### src/rtl/pipeline_hazard_ctrl.sv
// Pipeline hazard sequencer: load-use stall, branch flush and data-memory wait FSM with timeout.
// Optional build macro HAZARD_PERF_EN adds saturating stall/flush performance counters.
module pipeline_hazard_ctrl #(
  parameter int REG_AW   = 5,
  parameter int MAX_WAIT = 255,
  parameter int CNT_W    = 16
) (
  input  logic              clk_i,
  input  logic              rst_i,
  input  logic [REG_AW-1:0] IFID_RSaddr_i,
  input  logic [REG_AW-1:0] IFID_RTaddr_i,
  input  logic              IDEX_MemRead_i,
  input  logic [REG_AW-1:0] IDEX_RDaddr_i,
  input  logic              Branch_taken_i,
  input  logic              EXMEM_MemRead_i,
  input  logic              EXMEM_MemWrite_i,
  input  logic              dmem_ack_i,
  output logic              dmem_req_o,
  output logic              PC_write_o,
  output logic              IFID_write_o,
  output logic              IFID_flush_o,
  output logic              IDEX_write_o,
  output logic              IDEX_bubble_o,
  output logic              EXMEM_write_o,
  output logic              MEMWB_bubble_o,
  output logic              err_o,
  output logic [1:0]        state_o
`ifdef HAZARD_PERF_EN
  ,
  output logic [CNT_W-1:0]  stall_cnt_o,
  output logic [CNT_W-1:0]  flush_cnt_o
`endif
);

  // Memory handshake: dmem_req_o is a level request that the requester holds until
  // dmem_ack_i is seen; an ack in the request cycle completes it with zero wait states.
  typedef enum logic [1:0] {
    RUN      = 2'd0,
    MEM_WAIT = 2'd1,
    ERR      = 2'd2
  } state_t;

  state_t           state;
  logic [CNT_W-1:0] wait_cnt;
  logic             mem_acc;
  logic             mem_stall;
  logic             load_use;

  assign mem_acc    = EXMEM_MemRead_i | EXMEM_MemWrite_i;
  assign dmem_req_o = ~rst_i & mem_acc & (state != ERR);
  assign mem_stall  = (dmem_req_o & ~dmem_ack_i) | (state == ERR);
  assign load_use   = IDEX_MemRead_i & (IDEX_RDaddr_i != '0) &
                      ((IDEX_RDaddr_i == IFID_RSaddr_i) | (IDEX_RDaddr_i == IFID_RTaddr_i));
  assign state_o    = state;

  always_comb begin
    PC_write_o     = 1'b1;
    IFID_write_o   = 1'b1;
    IFID_flush_o   = 1'b0;
    IDEX_write_o   = 1'b1;
    IDEX_bubble_o  = 1'b0;
    EXMEM_write_o  = 1'b1;
    MEMWB_bubble_o = 1'b0;
    if (mem_stall) begin
      PC_write_o     = 1'b0;
      IFID_write_o   = 1'b0;
      IDEX_write_o   = 1'b0;
      EXMEM_write_o  = 1'b0;
      MEMWB_bubble_o = 1'b1;
    end else if (load_use) begin
      // Branch operands are stale here; ID re-resolves the branch next cycle.
      PC_write_o    = 1'b0;
      IFID_write_o  = 1'b0;
      IDEX_bubble_o = 1'b1;
    end else begin
      IFID_flush_o = Branch_taken_i;
    end
  end

  always_ff @(posedge clk_i) begin
    if (rst_i) begin
      state    <= RUN;
      wait_cnt <= '0;
      err_o    <= 1'b0;
    end else begin
      case (state)
        RUN: begin
          wait_cnt <= '0;
          if (mem_stall) state <= MEM_WAIT;
        end
        MEM_WAIT: begin
          if (!mem_stall) begin
            state    <= RUN;
            wait_cnt <= '0;
          end else if (wait_cnt == CNT_W'(MAX_WAIT - 1)) begin
            state    <= ERR;
            wait_cnt <= '0;
            err_o    <= 1'b1;
          end else begin
            wait_cnt <= wait_cnt + 1'b1;
          end
        end
        ERR: begin
          wait_cnt <= '0;
          err_o    <= 1'b1;
        end
        default: begin
          state    <= RUN;
          wait_cnt <= '0;
        end
      endcase
    end
  end

`ifdef HAZARD_PERF_EN
  always_ff @(posedge clk_i) begin
    if (rst_i) begin
      stall_cnt_o <= '0;
      flush_cnt_o <= '0;
    end else begin
      if ((mem_stall | load_use) && (stall_cnt_o != '1)) stall_cnt_o <= stall_cnt_o + 1'b1;
      if (IFID_flush_o && (flush_cnt_o != '1)) flush_cnt_o <= flush_cnt_o + 1'b1;
    end
  end
`endif

endmodule

### config.mk
export PLATFORM = sky130hd
export DESIGN_NAME = pipeline_hazard_ctrl
export DESIGN_NICKNAME = d
export VERILOG_FILES = /design/src/rtl/pipeline_hazard_ctrl.sv
export SDC_FILE = /design/constraint.sdc
export NUM_CORES = 1
export LEC_CHECK = 0
export CORE_ASPECT_RATIO = 1.25
export CORE_MARGIN = 2
export CORE_UTILIZATION = 25
export CTS_BUF_LIST = sky130_fd_sc_hd__clkbuf_8
export DETAILED_ROUTE_END_ITERATION = 10
export MAX_ROUTING_LAYER = met4
export PLACE_DENSITY_LB_ADDON = 0.3
export SETUP_SLACK_MARGIN = 0.05
export SYNTH_ARGS = -nofsm -noshare
export SYNTH_HDL_FRONTEND = slang
export SYNTH_SLANG_ARGS = --single-unit
export TNS_END_PERCENT = 10
### constraint.sdc
create_clock -name clk_i -period 2.7 [get_ports clk_i]
set_input_delay 0.675 -clock clk_i [delete_from_list [all_inputs] [get_ports clk_i]]
set_output_delay 0.675 -clock clk_i [all_outputs]
set_load 0.02 [all_outputs]
==> results.md <==
- Post-synth ARST share: 0%
- Crit path capture type: output port
- Vert. Die Dim: 77.14 um
- Share of the synthesized area in the top cell type: between 30% and 40%
- Final setup fails: 0
- First-pass GRT wire length: 4271 um
- Post-synthesis mux area share: 0%
- Sequential area share after synthesis: about 36%
- HP Class: reg2reg
- DR WL/cell: 11.16 um
- Worst-path fanout max: 3
- Post-synthesis compound-gate area fraction: under 10%
- CTS tree: done
- Max_cap viols: 0
- Antenna violations before repair: 0
- Area leader, netlist: dfxtp_1
- Vias in the first global route: 937
- R2R Setup Slk: 0.64 ns
- Setup TNS: 0 ns
- PortBufs: 32
- 1st-iter DRT viols: 18
- Post-Syn Area per Cell: 8.423 um2
- CP peak stage delay: 0.51 ns
- RSZ-0062 raised after global routing: true
- Final #Nets: 192
- Via Count: 1001
- Number of I/O pins: 33
- Core area: 4099 um2
- Final Hold Viols: 0
- Post-synthesis xor/xnor area fraction: 18.01%
- Largest family of logic cells by synthesized area: simple AND/OR/NAND/NOR gates
- Root Driver: clkbuf_8
- WP data arrival: 1.93 ns
- Fmax: 0.3834 GHz
- Sink Count: 19
- Remaining antenna violation count after routing: 0
- Crit Path Class: in2out
- Share of post-route cells with drive strength above 1: 19.16%
- Worst path slowest cell: clkdlybuf4s50_1
- Slew HR: 27.08%
- Clock buffer depth: 2
- Initial Utilization: 26.10%
- Worst-Margin Slew: 1.087 ns
- DR DRC count: 0
- Clock-pin slew of the registers on the worst-case setup and hold paths: ~0.070 ns
- Post-Synth Adder-Cell Area: 2.339%
- Cell area after synthesis: 1070 um2
- Die width: around 63 um
- Fin crit period: 2.608 ns
- Top post-synthesis cells by area: dfxtp_1, xor2_1, xnor2_1, nor2_1, nor4_1
- Crit path cell chain: clkdlybuf4s50_1, xor2_2, nor3_2, a22oi_2, o21a_1, buf_6
- Post-DP HPWL: 1916 um
- Global Route Usage Sum: 10.96%
- Vias per cell: ~4.5
- Place WS: -0.7090 ns
- Final Skew: 0.0009327 ns
- H-Tree Level Count: 1
- Clk_lat worst skew: 0.26 ns
- DRT Pass-1 Iters: 4
- Die ar.: 4822 um2
- Gr ovfl total: 0
- Period Utilization, post-route: 96.61%
- Antenna Cells: 0
- EDFF count, synth: 0
- Largest net degree at the start of global routing: 17
- LEAKAGE: 0.6041 nW
- Crit path setup slack, layout: 0.09166 ns
- Pwr Density: 367.7 nW/um2
- Synthesis-to-layout area growth: 47.84%
- Slew Limit Fails: 0
- Synth cell types: 31
- Routed Wire Length: ~2500 um
- WP data required: 2.03 ns
- Outcome: finished clean
- Worst vdd ir: 0.0001215 V
- Worst setup SP type: primary input
- Placer Congestion: 0.8158
- CTS Buf Count: 3
- Synth Instances: 127
- FP Rows: 26
- Syn_nets: 151
- Synth warn: 0
- Primary FF master, synth: dfxtp_1
- Register bit total from synthesis: 19
- Simple logic cell fraction of the synthesized area: 30.99%
power breakdown:
part | switching (mW) | total (mW) | internal (mW)
sequential | 0.00112 | 0.282 | 0.281
combinational | 0.0441 | 0.0999 | 0.0558
clock | 0.0967 | 0.199 | 0.103
total | 0.142 | 0.581 | 0.440
flip-flops by register name (all words and copies together), names as in the netlist:
signal	cells
state_o	2
err_o	1
wait_cnt	16
per-stage QoR:
step	instances	power [mW]	cell area (um2)	utilization (%)	hold WS, ns
4_1_cts	222	0.5887	1539	37.55	0.4805
2_1_floorplan	127	0.3251	1070	-	0.4409
3_5_place_dp	218	0.3870	1489	36.32	0.4624
3_3_place_gp	218	0.3844	1489	36.32	0.4573
6_report	223	0.5815	1582	38.58	0.4777
5_1_grt	223	0.6090	1582	38.58	0.5058
Yosys cell counts, types with 2 or more instances:
library cell and count:
o21ai_0 2, ha_1 2, inv_1 7, nand4_1 4
or4_1 2, dfxtp_1 19, nand3_1 4, nand3_4 2
buf_4 2, xor2_1 12, a21oi_1 4, xnor2_1 10
nor2_1 22, nor3_1 7, nor4_1 7, nand2_1 5
o21a_1 2
placed cells by master, fill, tap and decap left out, types with 2 or more instances in the layout:
cell type        instances
nand2_1                  5
nand3_4                  2
clkbuf_2                 3
nor2_1                  22
xor2_1                  11
nor4_1                   7
clkbuf_8                 3
buf_6                    3
dlygate4sd2_1            3
o21a_1                   2
buf_4                    8
a21oi_1                  4
clkdlybuf4s50_1         11
dlymetal6s2s_1          10
nand4_1                  4
nor3_2                   2
ha_1                     2
nand3_1                  4
xnor2_1                 10
nor3_1                   5
dfxtp_1                 19
inv_1                    6
area by class of cell:
class	count	area [um2]
Fill cell	427	2517
Inverter	7	26.28
Tap cell	56	70.07
Clock buffer	3	41.29
Timing Repair Buffer	40	385.4
Sequential cell	19	380.4
Clock inverter	1	5.005
Multi-Input combinational cell	97	673.1
cells by family after synthesis:
kind of cell             after synthesis
AO/OA/AOI/OAI                         13
buffers and inverters                 11
AND/OR/NAND/NOR                       60
flip-flops                            19
adder cells (fa/ha/maj)                2
XOR/XNOR                              22
routing by layer:
layer | track usage (%) | part of all wire (%) | vias to the layer above
met5 | - | 0 | -
met4 | 2.000 | 0.80 | 0
met3 | 2.933 | 6.4 | 3
met2 | 19.57 | 50 | 36
met1 | 12.31 | 43 | 450
li1 | - | - | 512
worst paths after layout:
path / start / end / depth (start not counted)
setup / recovery: IFID_RSaddr_i[0] / IFID_write_o / 6
hold / removal: wait_cnt[0] / wait_cnt[0] / 1
setup reg to reg: wait_cnt[13] / wait_cnt[8] / 4
hold reg to reg: wait_cnt[0] / wait_cnt[0] / 1
worst max-delay path, delay by kind of cell:
kind | cells | cell delay [ns]
XOR/XNOR | 1 | 0.15
AND/OR/NAND/NOR | 1 | 0.06
AO/OA/AOI/OAI | 2 | 0.40
buffers and inverters | 2 | 0.64
timing repair:
item | 4_1_cts | 5_1_grt
hold buffers | 0 | 0
setup buffers | 0 | 1
resized for setup | 35 | 20
pin swaps | 3 | 16
setup endpoints to repair | 8 | 6
(Power assumes the default switching activity.)
==> patch 1, RTL diff (same flow settings) <==
Build with the macro `HAZARD_PERF_EN` defined.
--- a/src/rtl/pipeline_hazard_ctrl.sv
+++ b/src/rtl/pipeline_hazard_ctrl.sv
@@ -1,4 +1,6 @@
 // Pipeline hazard sequencer: load-use stall, branch flush and data-memory wait FSM with timeout.
 // Optional build macro HAZARD_PERF_EN adds saturating stall/flush performance counters.
+`define HAZARD_PERF_EN
+
 module pipeline_hazard_ctrl #(
   parameter int REG_AW   = 5,
Check against the original RTL (old outputs only; new: flush_cnt_o and stall_cnt_o): equivalent (equiv_simple and equiv_induct, registers matched by name and starting in step).
==> patch 1 against the original RTL <==
Worst setup slack worse by 0.016 ns; final cell count grew 140%; routed wire length rose to 2.8 times the old value; sequential cell count rose by 32; critical path depth unchanged; area after synthesis grew 140%; total power grew to 2.7 times the old value; clock skew rose by 0.0092 ns; sequential share of layout area grew 2.8 points; register-to-register slack got worse by 0.02 ns; combinational power up 130%; highest routed layer unchanged; design area increased by 140%.
==> patch 1: results (changes against the original RTL) <==
Status
The flow ran to the end, and the final reports show no timing, DRC or antenna violations.

Worst setup path
The gate family responsible for the most delay along the worst path is simple AND/OR/NAND/NOR gates. The delay contributed by the slowest stage of the critical path was 0.54 ns (+0.03 ns). The maximum fanout along the worst path was 5 (+2). The setup slack on the worst flop-to-flop path is 0.62 ns (-0.02 ns).

Synthesis
The count of cell types in the netlist came to 50 (+61%). The sequential share of the synthesized area is 39.14% (+3.6 points). Yosys attributes the largest share of cell area to sky130_fd_sc_hd__dfxtp_1 (39%), sky130_fd_sc_hd__nor2_1 (5.3%), sky130_fd_sc_hd__xnor2_1 (5.0%). The synthesized net count was 339 (+120%). After synthesis, the most frequently instantiated cells are sky130_fd_sc_hd__dfxtp_1 (51), sky130_fd_sc_hd__nor2_1 (37), sky130_fd_sc_hd__a21oi_1 (22).

Layout
The number of filler cells placed in the layout is 1047 (+150%). The final net count was 438 (+130%).

STA
The clock skew is 0.01012 ns (+0.009183 ns). The final hold slack is 0.4557 ns (-0.02201 ns). The final period demand of the worst path is 2.624 ns (+0.01577 ns). The actual transition at the worst max-transition pin is 0.4567 ns (-0.6306 ns).

Placed design
The post-placement cell count is 521 (+140%). The total of buffers placed on input and output ports is 64 (+100%). The sum of net half-perimeters after detailed placement came to 5243 um (+170%). The post-placement setup slack was -0.7019 ns (+0.007114 ns).

Power and ir drop
The peak supply drop is 194.6 uV (+60%). The leakage dissipation is 1.330 nW (+120%).

Clock network
The clock transition at the registers of the reported paths is 0.10 ns (+0.03 ns). The number of buffers added by the clock tree synthesis step is 5 (+2). The number of H-tree branching levels is 2 (+1).

Global routing
The maximum number of pins on one net before global-route repair is 38 (+21). The number of global-route vias before repair came to 2389 (+150%). The global-route wire length before repair is 11360 um (+170%).

Routing
The post-detailed-route wirelength per cell came to 12.84 um (+15%). The violation count after the first detailed-route iteration is 74 (+56). The routed wire length was 6961 um (+180%).

The detailed-route via count is 2546 (+150%).
## patch 1: cell types whose count changed after synthesis, moves of 9 or more
cell and delta:
sky130_fd_sc_hd__dfxtp_1 +32, sky130_fd_sc_hd__o21ai_0 +12, sky130_fd_sc_hd__nor2_1 +15, sky130_fd_sc_hd__nand2_1 +14, sky130_fd_sc_hd__a21oi_1 +18, sky130_fd_sc_hd__nand3_1 +17
sky130_fd_sc_hd__o21ai_1 +9, sky130_fd_sc_hd__or3_1 +18
## patch 1: per-stage QoR
step | power, mW | area [um^2]
floorplan | 0.8815 | 2616
global placement | 0.9807 | 3530
detailed placement | 0.9837 | 3530
CTS | 1.563 | 3731
global route | 1.620 | 3799
finish | 1.550 | 3799
## patch 1: power by group
| group | total [mW] | internal [mW] | switching (mW) |
|---|---|---|---|
| Combinational | 0.227 | 0.121 | 0.106 |
| Clock | 0.555 | 0.280 | 0.275 |
| Sequential | 0.768 | 0.759 | 0.00964 |
| Total | 1.55 | 1.16 | 0.391 |
## patch 1: worst reg2reg max path, delay by kind of cell (launching register included)
family,cells,cell delay (ns)
mux,1,0.34
flops,1,0.44
compound gates,2,0.66
simple gates,3,0.56
## patch 1: worst paths after layout
path / startpoint / cells after the start / endpoint
min reg2reg: err_o / 2 / err_o
max reg2reg: flush_cnt_o[5] / 6 / flush_cnt_o[13]
min: err_o / 2 / err_o
max: IDEX_RDaddr_i[2] / 6 / IFID_flush_o
## patch 1: timing repair
| item | 4_1_cts | 5_1_grt |
|---|---|---|
| buffers inserted | 11 | 2 |
| pin swaps | 11 | 17 |
| resized for setup | 44 | 24 |
| gates cloned | 0 | 0 |
| endpoints found under the hold margin | 0 | 0 |
| setup endpoints to repair | 8 | 16 |
## patch 1: layout make-up
cell class	count	area, um^2	share of cell area, %
clock buffers	5	68.82	1.812
clock inverters	3	46.29	1.219
inverters	9	33.78	0.8893
multi-input cells	243	1558	41.01
flip-flops and latches	51	1021	26.88
well taps	129	161.4	4.249
repair buffers	102	909.6	23.95
## patch 1: cells by family after synthesis
family / share of synthesized area, %
mux: 2.062
fa+ha+maj: 1.919
compound gates: 14.39
buf+inv: 4.220
xor+xnor: 10.07
simple gates: 28.20
flops: 39.14
## patch 1: metal layers
| layer | share of wire [%] | GRT usage, % |
|---|---|---|
| met1 | 44 | 14.77 |
| met2 | 51 | 22.10 |
| met3 | 4.0 | 2.549 |
| met4 | 1.4 | 3.533 |
| met5 | 0 | - |
==> patch 2, RTL diff (config.mk and constraints unchanged) <==
Made on the original files. Put one more register stage on the output `err_o`, cleared by the reset. The value now appears one clock later. The other outputs are not delayed to match.
--- a/src/rtl/pipeline_hazard_ctrl.sv
+++ b/src/rtl/pipeline_hazard_ctrl.sv
@@ -41,4 +41,6 @@
   } state_t;
 
+  logic err_s0;
+
   state_t           state;
   logic [CNT_W-1:0] wait_cnt;
@@ -82,5 +84,5 @@
       state    <= RUN;
       wait_cnt <= '0;
-      err_o    <= 1'b0;
+      err_s0   <= 1'b0;
     end else begin
       case (state)
@@ -96,5 +98,5 @@
             state    <= ERR;
             wait_cnt <= '0;
-            err_o    <= 1'b1;
+            err_s0   <= 1'b1;
           end else begin
             wait_cnt <= wait_cnt + 1'b1;
@@ -103,5 +105,5 @@
         ERR: begin
           wait_cnt <= '0;
-          err_o    <= 1'b1;
+          err_s0   <= 1'b1;
         end
         default: begin
@@ -125,4 +127,12 @@
 `endif
 
+  always_ff @(posedge clk_i) begin
+    if (rst_i) begin
+      err_o <= '0;
+    end else begin
+      err_o <= err_s0;
+    end
+  end
+
 endmodule
 
Behaviour: no difference found for any inputs over 10 cycles, from zero or initial values and one cycle with rst_i high; that may be too few to reach the edited logic, so the function may still have changed.
==> patch 2 against the original RTL <==
Non-clock buffer count fell by 1; register-to-register slack better by 0.18 ns; area after synthesis rose by 0.23%; routed wire length grew 0.12%; worst setup slack lost 0.011 ns; synthesized cell count decreased by 1.6%; clock skew rose by 0.0022 ns; first-iteration DRC count shrank 44%; total power grew 6.8%; design area is 2.1% lower; sequential cell count grew 1; largest cell class unchanged.
==> patch 2: results (changes against the original RTL) <==
Worst setup path
The maximum fanout along the worst path is 2 (-1). The origin of the worst setup path is IFID_RTaddr_i[3]. The worst reg2reg path endpoint is wait_cnt[2]. The number of cells on the worst reg-to-reg path is 6 (+2). The last element of the critical path is IFID_flush_o. The beginning of the worst register-to-register path is wait_cnt[0]. The setup slack on the worst flop-to-flop path came to 0.82 ns (+0.18 ns). The delay contributed by the slowest stage of the critical path is 0.47 ns (-0.04 ns).

STA
The final hold slack was 0.4641 ns (-0.01359 ns). The actual transition at the worst max-transition pin is 0.6250 ns (-0.4623 ns). The clock skew is 0.003104 ns (+0.002171 ns). The share of the cycle needed by the critical path after routing is 97.02% (+0.42 points).

Synthesis
The area share of xor/xnor cells in the synthesized design was 18.79% (+0.77 points). Yosys attributes the largest share of cell area to sky130_fd_sc_hd__dfxtp_1 (37%), sky130_fd_sc_hd__xnor2_1 (15%), sky130_fd_sc_hd__nor2_1 (7.4%). The share of synthesized area spent on multiplexers is 0% (unchanged). The Yosys warning count is 0 (unchanged). The sequential share of the synthesized area was 37.34% (+1.8 points).

The mean post-synth cell area came to 8.578 um^2 (+1.8%). The synthesized net count came to 149 (-1.3%). The share of synthesized cell area in full adder, half adder and majority cells is 2.334% (-0.0055 points). The share of synthesized flip-flops with an asynchronous set or reset was 0% (unchanged). The count of cell types in the netlist came to 30 (-3.2%). The share of the synthesized area in compound gates (AO/OA/AOI/OAI) came to 6.068% (-2.4 points).

Routing
The violation count after the first detailed-route iteration is 10 (-8). The first-pass iteration count of the detailed router is 4 (unchanged). The detailed-route via count is 995 (-0.60%).

The routed wire length was 2492 um (+0.12%).

Placed design
The instance area after placement came to 0.001494 mm^2 (+0.34%). The global placer's final weighted congestion is 0.7702 (-5.6%). The sum of net half-perimeters after detailed placement is 1963 um (+2.4%). The post-placement setup slack came to -0.7125 ns (-0.003533 ns).

Status
The run finished with clean final reports.

Global routing
The number of global-route vias before repair is 1052 (+12%). The global-route wire length before repair is 4491 um (+5.2%). The overall fraction of global-route tracks in use is 11.43% (+0.47 points).

Power and ir drop
The clock distribution power was 0.226 mW (+14%). The leakage dissipation is 0.5415 nW (-10%). The sequential share of power is 47.8% (-0.7 points). The clock network fraction of total power is 36.3% (+2.0 points). The switching power is 0.1381 mW (-2.7%). The peak supply drop is 253.2 uV (+110%).

Layout
The final net count is 190 (-1.0%). The post-layout instance count excluding filler cells came to 221 (-0.90%). The ratio of cells with drive above 1 in the final layout came to 16.36% (-2.8 points).

Hold path
The destination of the worst hold path is err_o. The startpoint identified for the worst hold timing path is err_s0.

Clock network
The clock root buffer master is sky130_fd_sc_hd__clkbuf_8.
## patch 2: layer usage
metal,wire [um],up-vias,global-route usage (%),share of wire [%]
met5,0,-,-,0
met3,147,4,2.786,5.9
met2,1220,33,20.22,49
met1,1064,445,11.94,43
li1,-,513,-,-
met4,59,0,5.111,2.4
## patch 2: kinds of logic (layout without fill, tap and decap cells)
logic type / count (synthesis) / after routing
XOR/XNOR: 23 / 23
flip-flops: 20 / 20
AO/OA/AOI/OAI: 11 / 11
AND/OR/NAND/NOR: 62 / 62
buffers and inverters: 7 / 47
adder cells (fa/ha/maj): 2 / 2
## patch 2: what timing repair did
item | 4_1_cts | 5_1_grt
endpoints found under the setup margin | 8 | 4
buffers inserted | 0 | 0
gates cloned | 0 | 0
pin swaps | 0 | 3
gates resized for setup | 25 | 11
## patch 2: area by class of cell
class	count	area, um^2
timing repair buffer	39	357.8
multi-input combinational	98	649.4
sequential	20	400.4
fill	436	2551
clock buffer	4	55.05
inverter	4	15.01
tap	56	70.07
